==> config.mk <==
export PLATFORM = sky130hd
export DESIGN_NAME = axi_stream_header_mux_flat
export DESIGN_NICKNAME = d
export VERILOG_FILES = /design/src/rtl/axi_stream_header_mux_if.sv /design/src/rtl/axi_stream_header_mux.sv /design/src/flat_wrapper.sv
export SDC_FILE = /design/constraint.sdc
export NUM_CORES = 1
export LEC_CHECK = 0
export CAP_MARGIN = 0
export CORE_MARGIN = 5
export CORE_UTILIZATION = 40
export CTS_CLUSTER_SIZE = 10
export DETAILED_ROUTE_END_ITERATION = 12
export PLACE_DENSITY = 0.68
export SYNTH_ARGS = -nofsm -noshare
export SYNTH_HDL_FRONTEND = slang
export SYNTH_SLANG_ARGS = --single-unit
==> constraint.sdc <==
create_clock -name clk -period 7.9 [get_ports clk]
set_input_delay 1.58 -clock clk [delete_from_list [all_inputs] [get_ports clk]]
set_output_delay 1.58 -clock clk [all_outputs]
set_load 0.1 [all_outputs]
==> src/rtl/axi_stream_header_mux_if.sv <==
// Signal bundle for axi_stream_header_mux: input stream, output stream,
// per-packet command channel and the empty-packet drop indication.
// "slave" is the view of the mux itself; "master" is the view of whatever
// drives it (a neighbouring block or a testbench).
interface axi_stream_header_mux_if #(
  parameter int DATA_WD      = 32,
  parameter int DATA_BYTE_WD = DATA_WD / 8,
  parameter int BYTE_CNT_WD  = $clog2(DATA_BYTE_WD + 1)
) ();
  // Input stream
  logic                    s_valid;
  logic [DATA_WD-1:0]      s_data;
  logic [DATA_BYTE_WD-1:0] s_keep;
  logic                    s_last;
  logic                    s_ready;
  // Output stream
  logic                    m_valid;
  logic [DATA_WD-1:0]      m_data;
  logic [DATA_BYTE_WD-1:0] m_keep;
  logic                    m_last;
  logic                    m_ready;
  // Command channel
  logic                    cmd_valid;
  logic                    cmd_strip;
  logic [BYTE_CNT_WD-1:0]  cmd_cnt;
  logic [DATA_WD-1:0]      cmd_data;
  logic                    cmd_ready;
  // Status
  logic                    drop_pulse;

  modport slave (
    input  s_valid, s_data, s_keep, s_last, m_ready,
           cmd_valid, cmd_strip, cmd_cnt, cmd_data,
    output s_ready, m_valid, m_data, m_keep, m_last, cmd_ready, drop_pulse
  );

  modport master (
    output s_valid, s_data, s_keep, s_last, m_ready,
           cmd_valid, cmd_strip, cmd_cnt, cmd_data,
    input  s_ready, m_valid, m_data, m_keep, m_last, cmd_ready, drop_pulse
  );
endinterface

==> src/rtl/axi_stream_header_mux.sv <==
// Per-packet header insert / header strip on a byte-packed AXI-Stream.
// A command selects insert (prepend N header bytes) or strip (drop the first
// N packet bytes). Bytes are merged through a carry register holding up to
// one beat of MSB-aligned bytes; every emitted beat is registered.
module axi_stream_header_mux #(
  parameter int DATA_WD      = 32,
  parameter int DATA_BYTE_WD = DATA_WD / 8,
  parameter int BYTE_CNT_WD  = $clog2(DATA_BYTE_WD + 1)
) (
  input logic                     clk,
  input logic                     rst,
  axi_stream_header_mux_if.slave  bus
);

  // Totals reach 2*W, so they need one more bit than a per-beat count.
  localparam int TW = BYTE_CNT_WD + 1;
  localparam logic [BYTE_CNT_WD-1:0] W_CNT = BYTE_CNT_WD'(DATA_BYTE_WD);
  localparam logic [TW-1:0]          W_T   = TW'(DATA_BYTE_WD);

  typedef enum logic [1:0] {ST_IDLE, ST_RUN, ST_FLUSH} state_t;

  // MSB-aligned keep with cnt leading ones.
  function automatic logic [DATA_BYTE_WD-1:0] cnt_to_keep(input logic [TW-1:0] cnt);
    logic [DATA_BYTE_WD-1:0] k;
    k = '0;
    for (int i = 0; i < DATA_BYTE_WD; i++) k[DATA_BYTE_WD-1-i] = (TW'(i) < cnt);
    return k;
  endfunction

  // Expand byte enables into a bit mask over the data word.
  function automatic logic [DATA_WD-1:0] keep_to_mask(input logic [DATA_BYTE_WD-1:0] keep);
    logic [DATA_WD-1:0] m;
    for (int i = 0; i < DATA_BYTE_WD; i++) m[i*8 +: 8] = {8{keep[i]}};
    return m;
  endfunction

  function automatic logic [TW-1:0] popcount(input logic [DATA_BYTE_WD-1:0] keep);
    logic [TW-1:0] c;
    c = '0;
    for (int i = 0; i < DATA_BYTE_WD; i++) c = c + {{(TW-1){1'b0}}, keep[i]};
    return c;
  endfunction

  state_t                  r_state;
  logic [DATA_WD-1:0]      r_carry;
  logic [BYTE_CNT_WD-1:0]  r_carry_cnt;
  logic [BYTE_CNT_WD-1:0]  r_skip;
  logic                    r_m_valid;
  logic [DATA_WD-1:0]      r_m_data;
  logic [DATA_BYTE_WD-1:0] r_m_keep;
  logic                    r_m_last;
  logic                    r_drop;

  state_t                  w_nxt_state;
  logic [DATA_WD-1:0]      w_nxt_carry;
  logic [BYTE_CNT_WD-1:0]  w_nxt_carry_cnt;
  logic [BYTE_CNT_WD-1:0]  w_nxt_skip;
  logic                    w_nxt_m_valid;
  logic [DATA_WD-1:0]      w_nxt_m_data;
  logic [DATA_BYTE_WD-1:0] w_nxt_m_keep;
  logic                    w_nxt_m_last;
  logic                    w_nxt_drop;
  logic                    w_s_ready;
  logic                    w_cmd_ready;

  logic                    w_slot_free;
  logic [TW-1:0]           w_k;
  logic [TW-1:0]           w_skip_ext;
  logic [TW-1:0]           w_k_eff;
  logic [DATA_WD-1:0]      w_in_al;
  logic [2*DATA_WD-1:0]    w_cat;
  logic [TW-1:0]           w_total;

  // Byte-merge datapath: the incoming beat, minus skipped bytes, is packed
  // directly behind the carry bytes. Unused byte lanes stay zero because the
  // carry and the masked input are both zero-filled beyond their counts.
  assign w_slot_free = !r_m_valid || bus.m_ready;
  assign w_k         = popcount(bus.s_keep);
  assign w_skip_ext  = {1'b0, r_skip};
  assign w_k_eff     = (w_k >= w_skip_ext) ? (w_k - w_skip_ext) : '0;
  assign w_in_al     = (bus.s_data & keep_to_mask(bus.s_keep)) << {r_skip, 3'b000};
  assign w_cat       = {r_carry, {DATA_WD{1'b0}}}
                     | ({w_in_al, {DATA_WD{1'b0}}} >> {r_carry_cnt, 3'b000});
  assign w_total     = {1'b0, r_carry_cnt} + w_k_eff;

  // Next-state, handshake and output-beat selection.
  always_comb begin
    // NOTE: every signal written here gets a default first, so no branch can
    // leave one unassigned and no latch is inferred.
    w_nxt_state     = r_state;
    w_nxt_carry     = r_carry;
    w_nxt_carry_cnt = r_carry_cnt;
    w_nxt_skip      = r_skip;
    w_nxt_m_valid   = r_m_valid && !bus.m_ready;
    w_nxt_m_data    = r_m_data;
    w_nxt_m_keep    = r_m_keep;
    w_nxt_m_last    = r_m_last;
    w_nxt_drop      = 1'b0;
    w_s_ready       = 1'b0;
    w_cmd_ready     = 1'b0;

    case (r_state)
      ST_IDLE: begin
        w_cmd_ready = 1'b1;
        if (bus.cmd_valid) begin
          w_nxt_state = ST_RUN;
          if (bus.cmd_strip) begin
            w_nxt_carry     = '0;
            w_nxt_carry_cnt = '0;
            w_nxt_skip      = bus.cmd_cnt;
          end else begin
            w_nxt_carry     = bus.cmd_data & keep_to_mask(cnt_to_keep({1'b0, bus.cmd_cnt}));
            w_nxt_carry_cnt = bus.cmd_cnt;
            w_nxt_skip      = '0;
          end
        end
      end

      ST_RUN: begin
        if (r_carry_cnt == W_CNT) begin
          // A full carry (header of N=W) goes out on its own before any input.
          if (w_slot_free) begin
            w_nxt_m_valid   = 1'b1;
            w_nxt_m_data    = r_carry;
            w_nxt_m_keep    = '1;
            w_nxt_m_last    = 1'b0;
            w_nxt_carry     = '0;
            w_nxt_carry_cnt = '0;
          end
        end else begin
          w_s_ready = w_slot_free;
          if (bus.s_valid && w_slot_free) begin
            w_nxt_skip = '0;
            if (!bus.s_last) begin
              if (w_total >= W_T) begin
                w_nxt_m_valid   = 1'b1;
                w_nxt_m_data    = w_cat[2*DATA_WD-1:DATA_WD];
                w_nxt_m_keep    = '1;
                w_nxt_m_last    = 1'b0;
                w_nxt_carry     = w_cat[DATA_WD-1:0];
                w_nxt_carry_cnt = BYTE_CNT_WD'(w_total - W_T);
              end else begin
                w_nxt_carry     = w_cat[2*DATA_WD-1:DATA_WD];
                w_nxt_carry_cnt = BYTE_CNT_WD'(w_total);
              end
            end else if (w_total == '0) begin
              // Everything was stripped: report it instead of emitting a beat.
              w_nxt_drop      = 1'b1;
              w_nxt_state     = ST_IDLE;
              w_nxt_carry     = '0;
              w_nxt_carry_cnt = '0;
            end else if (w_total <= W_T) begin
              w_nxt_m_valid   = 1'b1;
              w_nxt_m_data    = w_cat[2*DATA_WD-1:DATA_WD];
              w_nxt_m_keep    = cnt_to_keep(w_total);
              w_nxt_m_last    = 1'b1;
              w_nxt_state     = ST_IDLE;
              w_nxt_carry     = '0;
              w_nxt_carry_cnt = '0;
            end else begin
              w_nxt_m_valid   = 1'b1;
              w_nxt_m_data    = w_cat[2*DATA_WD-1:DATA_WD];
              w_nxt_m_keep    = '1;
              w_nxt_m_last    = 1'b0;
              w_nxt_carry     = w_cat[DATA_WD-1:0];
              w_nxt_carry_cnt = BYTE_CNT_WD'(w_total - W_T);
              w_nxt_state     = ST_FLUSH;
            end
          end
        end
      end

      ST_FLUSH: begin
        if (w_slot_free) begin
          w_nxt_m_valid   = 1'b1;
          w_nxt_m_data    = r_carry;
          w_nxt_m_keep    = cnt_to_keep({1'b0, r_carry_cnt});
          w_nxt_m_last    = 1'b1;
          w_nxt_carry     = '0;
          w_nxt_carry_cnt = '0;
          w_nxt_state     = ST_IDLE;
        end
      end

      default: w_nxt_state = ST_IDLE;
    endcase

    // Both readies stay low while reset is held.
    if (rst) begin
      w_s_ready   = 1'b0;
      w_cmd_ready = 1'b0;
    end
  end

  // State and datapath registers with synchronous reset.
  always_ff @(posedge clk) begin
    // NOTE: sequential state uses non-blocking assignments so every register
    // samples the pre-edge values, independent of statement order.
    if (rst) begin
      r_state     <= ST_IDLE;
      // NOTE: the carry bytes are cleared too, not just the count, so a
      // reset mid-packet can never leak stale bytes into a later beat.
      r_carry     <= '0;
      r_carry_cnt <= '0;
      r_skip      <= '0;
      r_m_valid   <= 1'b0;
      r_m_data    <= '0;
      r_m_keep    <= '0;
      r_m_last    <= 1'b0;
      r_drop      <= 1'b0;
    end else begin
      r_state     <= w_nxt_state;
      r_carry     <= w_nxt_carry;
      r_carry_cnt <= w_nxt_carry_cnt;
      r_skip      <= w_nxt_skip;
      r_m_valid   <= w_nxt_m_valid;
      r_m_data    <= w_nxt_m_data;
      r_m_keep    <= w_nxt_m_keep;
      r_m_last    <= w_nxt_m_last;
      r_drop      <= w_nxt_drop;
    end
  end

  assign bus.m_valid    = r_m_valid;
  assign bus.m_data     = r_m_data;
  assign bus.m_keep     = r_m_keep;
  assign bus.m_last     = r_m_last;
  assign bus.drop_pulse = r_drop;
  assign bus.s_ready    = w_s_ready;
  assign bus.cmd_ready  = w_cmd_ready;

endmodule

==> src/flat_wrapper.sv <==
// flat-port wrapper written by rule: the top's interface ports become plain ports
module axi_stream_header_mux_flat 
#(
  parameter int DATA_WD      = 32,
  parameter int DATA_BYTE_WD = DATA_WD / 8,
  parameter int BYTE_CNT_WD  = $clog2(DATA_BYTE_WD + 1)
)
  (clk, rst, bus_s_valid, bus_s_data, bus_s_keep, bus_s_last, bus_m_ready, bus_cmd_valid, bus_cmd_strip, bus_cmd_cnt, bus_cmd_data, bus_s_ready, bus_m_valid, bus_m_data, bus_m_keep, bus_m_last, bus_cmd_ready, bus_drop_pulse);
  axi_stream_header_mux_if #(.DATA_WD(DATA_WD), .DATA_BYTE_WD(DATA_BYTE_WD), .BYTE_CNT_WD(BYTE_CNT_WD)) bus_i ();
  input logic clk;
  input logic rst;
  input wire logic [$bits(bus_i.s_valid)-1:0] bus_s_valid;
  input wire logic [$bits(bus_i.s_data)-1:0] bus_s_data;
  input wire logic [$bits(bus_i.s_keep)-1:0] bus_s_keep;
  input wire logic [$bits(bus_i.s_last)-1:0] bus_s_last;
  input wire logic [$bits(bus_i.m_ready)-1:0] bus_m_ready;
  input wire logic [$bits(bus_i.cmd_valid)-1:0] bus_cmd_valid;
  input wire logic [$bits(bus_i.cmd_strip)-1:0] bus_cmd_strip;
  input wire logic [$bits(bus_i.cmd_cnt)-1:0] bus_cmd_cnt;
  input wire logic [$bits(bus_i.cmd_data)-1:0] bus_cmd_data;
  output wire logic [$bits(bus_i.s_ready)-1:0] bus_s_ready;
  output wire logic [$bits(bus_i.m_valid)-1:0] bus_m_valid;
  output wire logic [$bits(bus_i.m_data)-1:0] bus_m_data;
  output wire logic [$bits(bus_i.m_keep)-1:0] bus_m_keep;
  output wire logic [$bits(bus_i.m_last)-1:0] bus_m_last;
  output wire logic [$bits(bus_i.cmd_ready)-1:0] bus_cmd_ready;
  output wire logic [$bits(bus_i.drop_pulse)-1:0] bus_drop_pulse;
  assign bus_i.s_valid = bus_s_valid;
  assign bus_i.s_data = bus_s_data;
  assign bus_i.s_keep = bus_s_keep;
  assign bus_i.s_last = bus_s_last;
  assign bus_i.m_ready = bus_m_ready;
  assign bus_i.cmd_valid = bus_cmd_valid;
  assign bus_i.cmd_strip = bus_cmd_strip;
  assign bus_i.cmd_cnt = bus_cmd_cnt;
  assign bus_i.cmd_data = bus_cmd_data;
  assign bus_s_ready = bus_i.s_ready;
  assign bus_m_valid = bus_i.m_valid;
  assign bus_m_data = bus_i.m_data;
  assign bus_m_keep = bus_i.m_keep;
  assign bus_m_last = bus_i.m_last;
  assign bus_cmd_ready = bus_i.cmd_ready;
  assign bus_drop_pulse = bus_i.drop_pulse;
  axi_stream_header_mux #(.DATA_WD(DATA_WD), .DATA_BYTE_WD(DATA_BYTE_WD), .BYTE_CNT_WD(BYTE_CNT_WD)) u_core (.clk(clk), .rst(rst), .bus(bus_i));
endmodule
==> impl.org <==
** Final layout
- Final nets :: 1116
- Fraction of final layout cells with drive strength greater than 1 :: 6.82%
- Commonest non-fill, non-tap cell in the layout :: sky130_fd_sc_hd__nor2_1
- Count of non-filler cells in the finished layout :: 1246
- Antenna cell count :: 0
- Commonest cells after routing, fill and taps aside :: 140 x sky130_fd_sc_hd__nor2_1, 117 x sky130_fd_sc_hd__clkdlybuf4s50_1, 94 x sky130_fd_sc_hd__nand2_1
- Layout-stage area growth over the synthesis result :: 23.2%

** CTS
- No sink is reached through more buffers than the 2 on the longest clock path.
- The number of gates resized after CTS was 0.
- The number of hold buffers added after CTS was 0.
- TritonCTS built the clock tree.
- Clock latency on the worst-skew pair, taken at its later pin, is 0.35 ns.
- In this run the number of H-tree levels came out at 3.
- Clock input transition at the sequential cells of the worst setup and hold paths :: 0.06 ns
- Setup fix buffers added after clock tree synthesis :: 0
- Master cell of the clock root buffer :: sky130_fd_sc_hd__clkbuf_16
- Counting the buffers created by CTS gives 9.
- For this design, the sink count on the clock tree is 79.

** Power and ir drop
- For this design the static power due to leakage is 2.86 nW.
- Highest ir drop seen on vdd :: 0.323 mV
- Total power after layout :: 3.81 mW
- Power spread over the standard cell area amounts to 451 nW/um2.

** STA
- Final max-slew violation count :: 0
- Maximum achievable frequency :: 0.145 GHz
- Measured against its own limit, the worst slew margin works out to 26.5%.
- The clock arrives with 0.00893 ns of skew.
- After layout, the worst path uses 87.2% of the clock period.
- Setup repair after global routing left no endpoint under its margin.
- At the pin with the least slew margin, the transition time is 1.10 ns.
- Total Neg Setup Slack :: 0 ns
- Final setup violating endpoints :: 0
- Shortest clock period the worst path allows after layout :: 6.89 ns
- The tightest hold path in the finished design has a slack of 0.476 ns.
- Number of hold violations in the final report :: 0

** Worst setup path
- Type of the worst setup path :: in -> reg
- CP Launch Point :: bus_s_keep[2]
- STA puts the critical path data required time at 8.17 ns.
- Data arrival time at the worst-slack endpoint :: 7.16 ns
- The worst register-to-register path begins at u_core.r_skip[0]$_SDFFE_PP0P_.
- Maximum fanout count along the critical path :: 62
- The worst register-to-register path ends at u_core.bus.m_data[10]$_SDFFE_PP0P_.
- Register-to-register path setup slack :: 2.96 ns
- The number of cells on the worst reg-to-reg path is 16.
- Category of the worst setup path launch point :: primary input
- Endpoint kind of the worst setup timing path :: register

** Floorplan
- Once the floorplan was initialized, standard cells occupied 41.0% of the core.
- The floorplan step defined a die boundary enclosing 19800 um2.
- The die is 141 um wide.
- Top-Level Pins :: 119
- Die boundary height :: 141 um
- After floorplanning, the core was divided into 47 placement rows.
- Std-Cell Core Area :: 16700 um2

** Global routing
- First-pass GRT wire length :: 42.6 mm
- Met1 layer usage reported by global route :: 35.4%
- Summed over all layers, the global routing overflow is 0.
- Antenna violations before repair :: 0
- Pin count of the biggest net entering global routing :: 83
- Grt met2 use :: 41.3%
- Global-route layer with the greatest usage :: met2
- Combined global-route utilization of all metal layers :: 26.8%
- For met3 alone, demand over resource in global routing was 5.82%.
- Via count of the first global-routing pass :: 7522

** Yosys
- After synthesis, the share of flip-flops with an asynchronous set or reset is 0%.
- For this run, the number of Yosys warnings is 0.
- Synthesized netlist net count :: 1048
- Summing the sequential cell areas from Yosys gives 23.1% of the chip area.
- In the synthesized netlist the dominant register cell turns out to be sky130_fd_sc_hd__dfxtp_1.
- Counting distinct cell types in the post-synthesis netlist gives 84.
- Counting every instance in the synthesized netlist gives 954.
- Post-Syn Area :: 6850 um2
- Count of flip-flops with a built-in enable after synthesis :: 0
- Each instance of the synthesized netlist takes up on average 7.18 um2.
- Synthesis inferred 79 register bits.

** Place
- In this run the tool buffered the top-level ports with 118 buffer cells.
- Final HPWL DP :: 19.8 mm
- GP Congestion :: 1.06
- Placed Cells :: 1231

** Worst hold path
- Classification of the worst-slack hold path :: reg -> reg
- Endpoint with the worst hold slack :: u_core.r_carry[1]$_SDFFE_PP0P_
- The worst hold path was traced through 2 stages.
- Hold path startpoint :: u_core.r_carry[1]$_SDFFE_PP0P_

** Status
- Run status :: finished, final reports clean

** Drt
- Final routed wire length divided by cell count :: 22.0 um
- Vias per cell :: 6.51
- Antenna viol nets, final :: 0
- After the first detailed-routing iteration, the DRC count stood at 1198.
- The routed design has 27.5 mm of wire.
- In the routed design, unresolved DRC markers number 0.
- The routed layout has 8116 vias.
- The first TritonRoute pass finished after 6 iterations.

** Flow run
- Max-cap violations in this run came to 0.
## cell families after synthesis
family                   share of synthesized area [%]
AND/OR/NAND/NOR                                   25.6
AO/OA/AOI/OAI                                     35.1
buffers and inverters                             6.03
flip-flops                                        23.1
multiplexers                                      5.75
adder cells (fa/ha/maj)                           3.36
XOR/XNOR                                         0.987
## worst max-delay path, cell delays in order
cell                              delay (ns)
sky130_fd_sc_hd__clkdlybuf4s50_1        0.68
sky130_fd_sc_hd__fa_1                   0.64
sky130_fd_sc_hd__inv_1                  0.04
sky130_fd_sc_hd__ha_1                   0.20
sky130_fd_sc_hd__fa_1                   0.42
sky130_fd_sc_hd__fa_1                   0.52
sky130_fd_sc_hd__nor2_1                 0.13
sky130_fd_sc_hd__ha_1                   0.20
sky130_fd_sc_hd__inv_1                  0.07
sky130_fd_sc_hd__fa_1                   0.44
sky130_fd_sc_hd__xnor2_1                0.29
sky130_fd_sc_hd__a211oi_1               0.14
sky130_fd_sc_hd__mux2i_4                0.57
sky130_fd_sc_hd__a31oi_4                0.19
sky130_fd_sc_hd__nor2_4                 0.13
sky130_fd_sc_hd__buf_4                  0.46
sky130_fd_sc_hd__o21ai_0                0.24
sky130_fd_sc_hd__a21oi_1                0.18
## layer usage
layer	share of wire, %	routed length (um)
met4	5.5	1510
met5	0	0
met3	9.8	2690
met2	44	12100
met1	40	11100
## where the power goes
| group | switching (mW) | internal (mW) |
|---|---|---|
| combinational | 1.92 | 0.787 |
| clock | 0.174 | 0.308 |
| sequential | 0.0854 | 0.529 |
## worst max path at each step
stage	endpoint	slack, ns	cells after the start
finish	u_core.bus.m_data[10]$_SDFFE_PP0P_	1.01	18
global route	u_core.bus.m_data[10]$_SDFFE_PP0P_	0.65	18
CTS	u_core.bus.m_data[10]$_SDFFE_PP0P_	1.08	18
detailed placement	u_core.bus.m_data[10]$_SDFFE_PP0P_	0.70	18
global placement	u_core.bus.m_keep[1]$_SDFFE_PP0P_	0.89	17
floorplan	u_core.bus.m_data[2]$_SDFFE_PP0P_	1.88	18
## per-stage QoR
step	area (um2)	util [%]	setup WS, ns
floorplan	6850	-	1.88
global placement	8100	48.5	0.893
detailed placement	8100	48.5	0.696
CTS	8440	50.5	1.08
global route	8440	50.5	0.653
finish	8440	50.5	1.01
## state kept, by name (all words and copies together) (netlist names)
register	count
u_core.bus.drop_pulse	1
u_core.bus.m_data	32
u_core.bus.m_keep	4
u_core.bus.m_last	1
u_core.bus.m_valid	1
u_core.r_carry	32
u_core.r_carry_cnt	3
u_core.r_skip	3
u_core.r_state	2
## synth_stat cells, drive strengths merged, types with 4 or more instances
| library cell | instances | area [um2] |
|---|---|---|
| mux2 | 12 | 139 |
| a22o | 5 | 43.8 |
| o221ai | 5 | 43.8 |
| and3 | 4 | 25.0 |
| a2111oi | 4 | 43.8 |
| o211ai | 15 | 113 |
| ha | 12 | 150 |
| a21oi | 81 | 405 |
| o22ai | 18 | 113 |
| mux4 | 5 | 113 |
| nand4b | 5 | 43.8 |
| o32ai | 4 | 61.3 |
| a21o | 7 | 52.6 |
| o31a | 5 | 43.8 |
| a211oi | 55 | 438 |
| buf | 23 | 139 |
| nor4 | 7 | 50.1 |
| nor2 | 142 | 536 |
| a221o | 5 | 50.1 |
| nand2 | 94 | 353 |
| mux2i | 13 | 143 |
| nand2b | 11 | 68.8 |
| o311ai | 5 | 43.8 |
| a311oi | 4 | 35.0 |
| nor3 | 28 | 145 |
| a22oi | 7 | 52.6 |
| nand3b | 6 | 45.0 |
| dfxtp | 79 | 1580 |
| fa | 4 | 80.1 |
| a32oi | 9 | 78.8 |
| o21ai | 61 | 305 |
| nand3 | 40 | 205 |
| clkbuf | 58 | 218 |
| inv | 14 | 52.6 |
| nor2b | 12 | 75.1 |
| a221oi | 16 | 140 |
| and2 | 13 | 81.3 |
| a31oi | 15 | 109 |
| nand4 | 7 | 43.8 |
## layout make-up
cell class / instances / area, um2
Inverter: 15 / 56.3
Timing Repair Buffer: 138 / 1330
Tap cell: 220 / 275
Clock buffer: 10 / 229
Clock inverter: 5 / 108
Fill cell: 1717 / 8260
Multi-Input combinational cell: 779 / 4860
Sequential cell: 79 / 1580
Power figures use the tool's default switching activity.
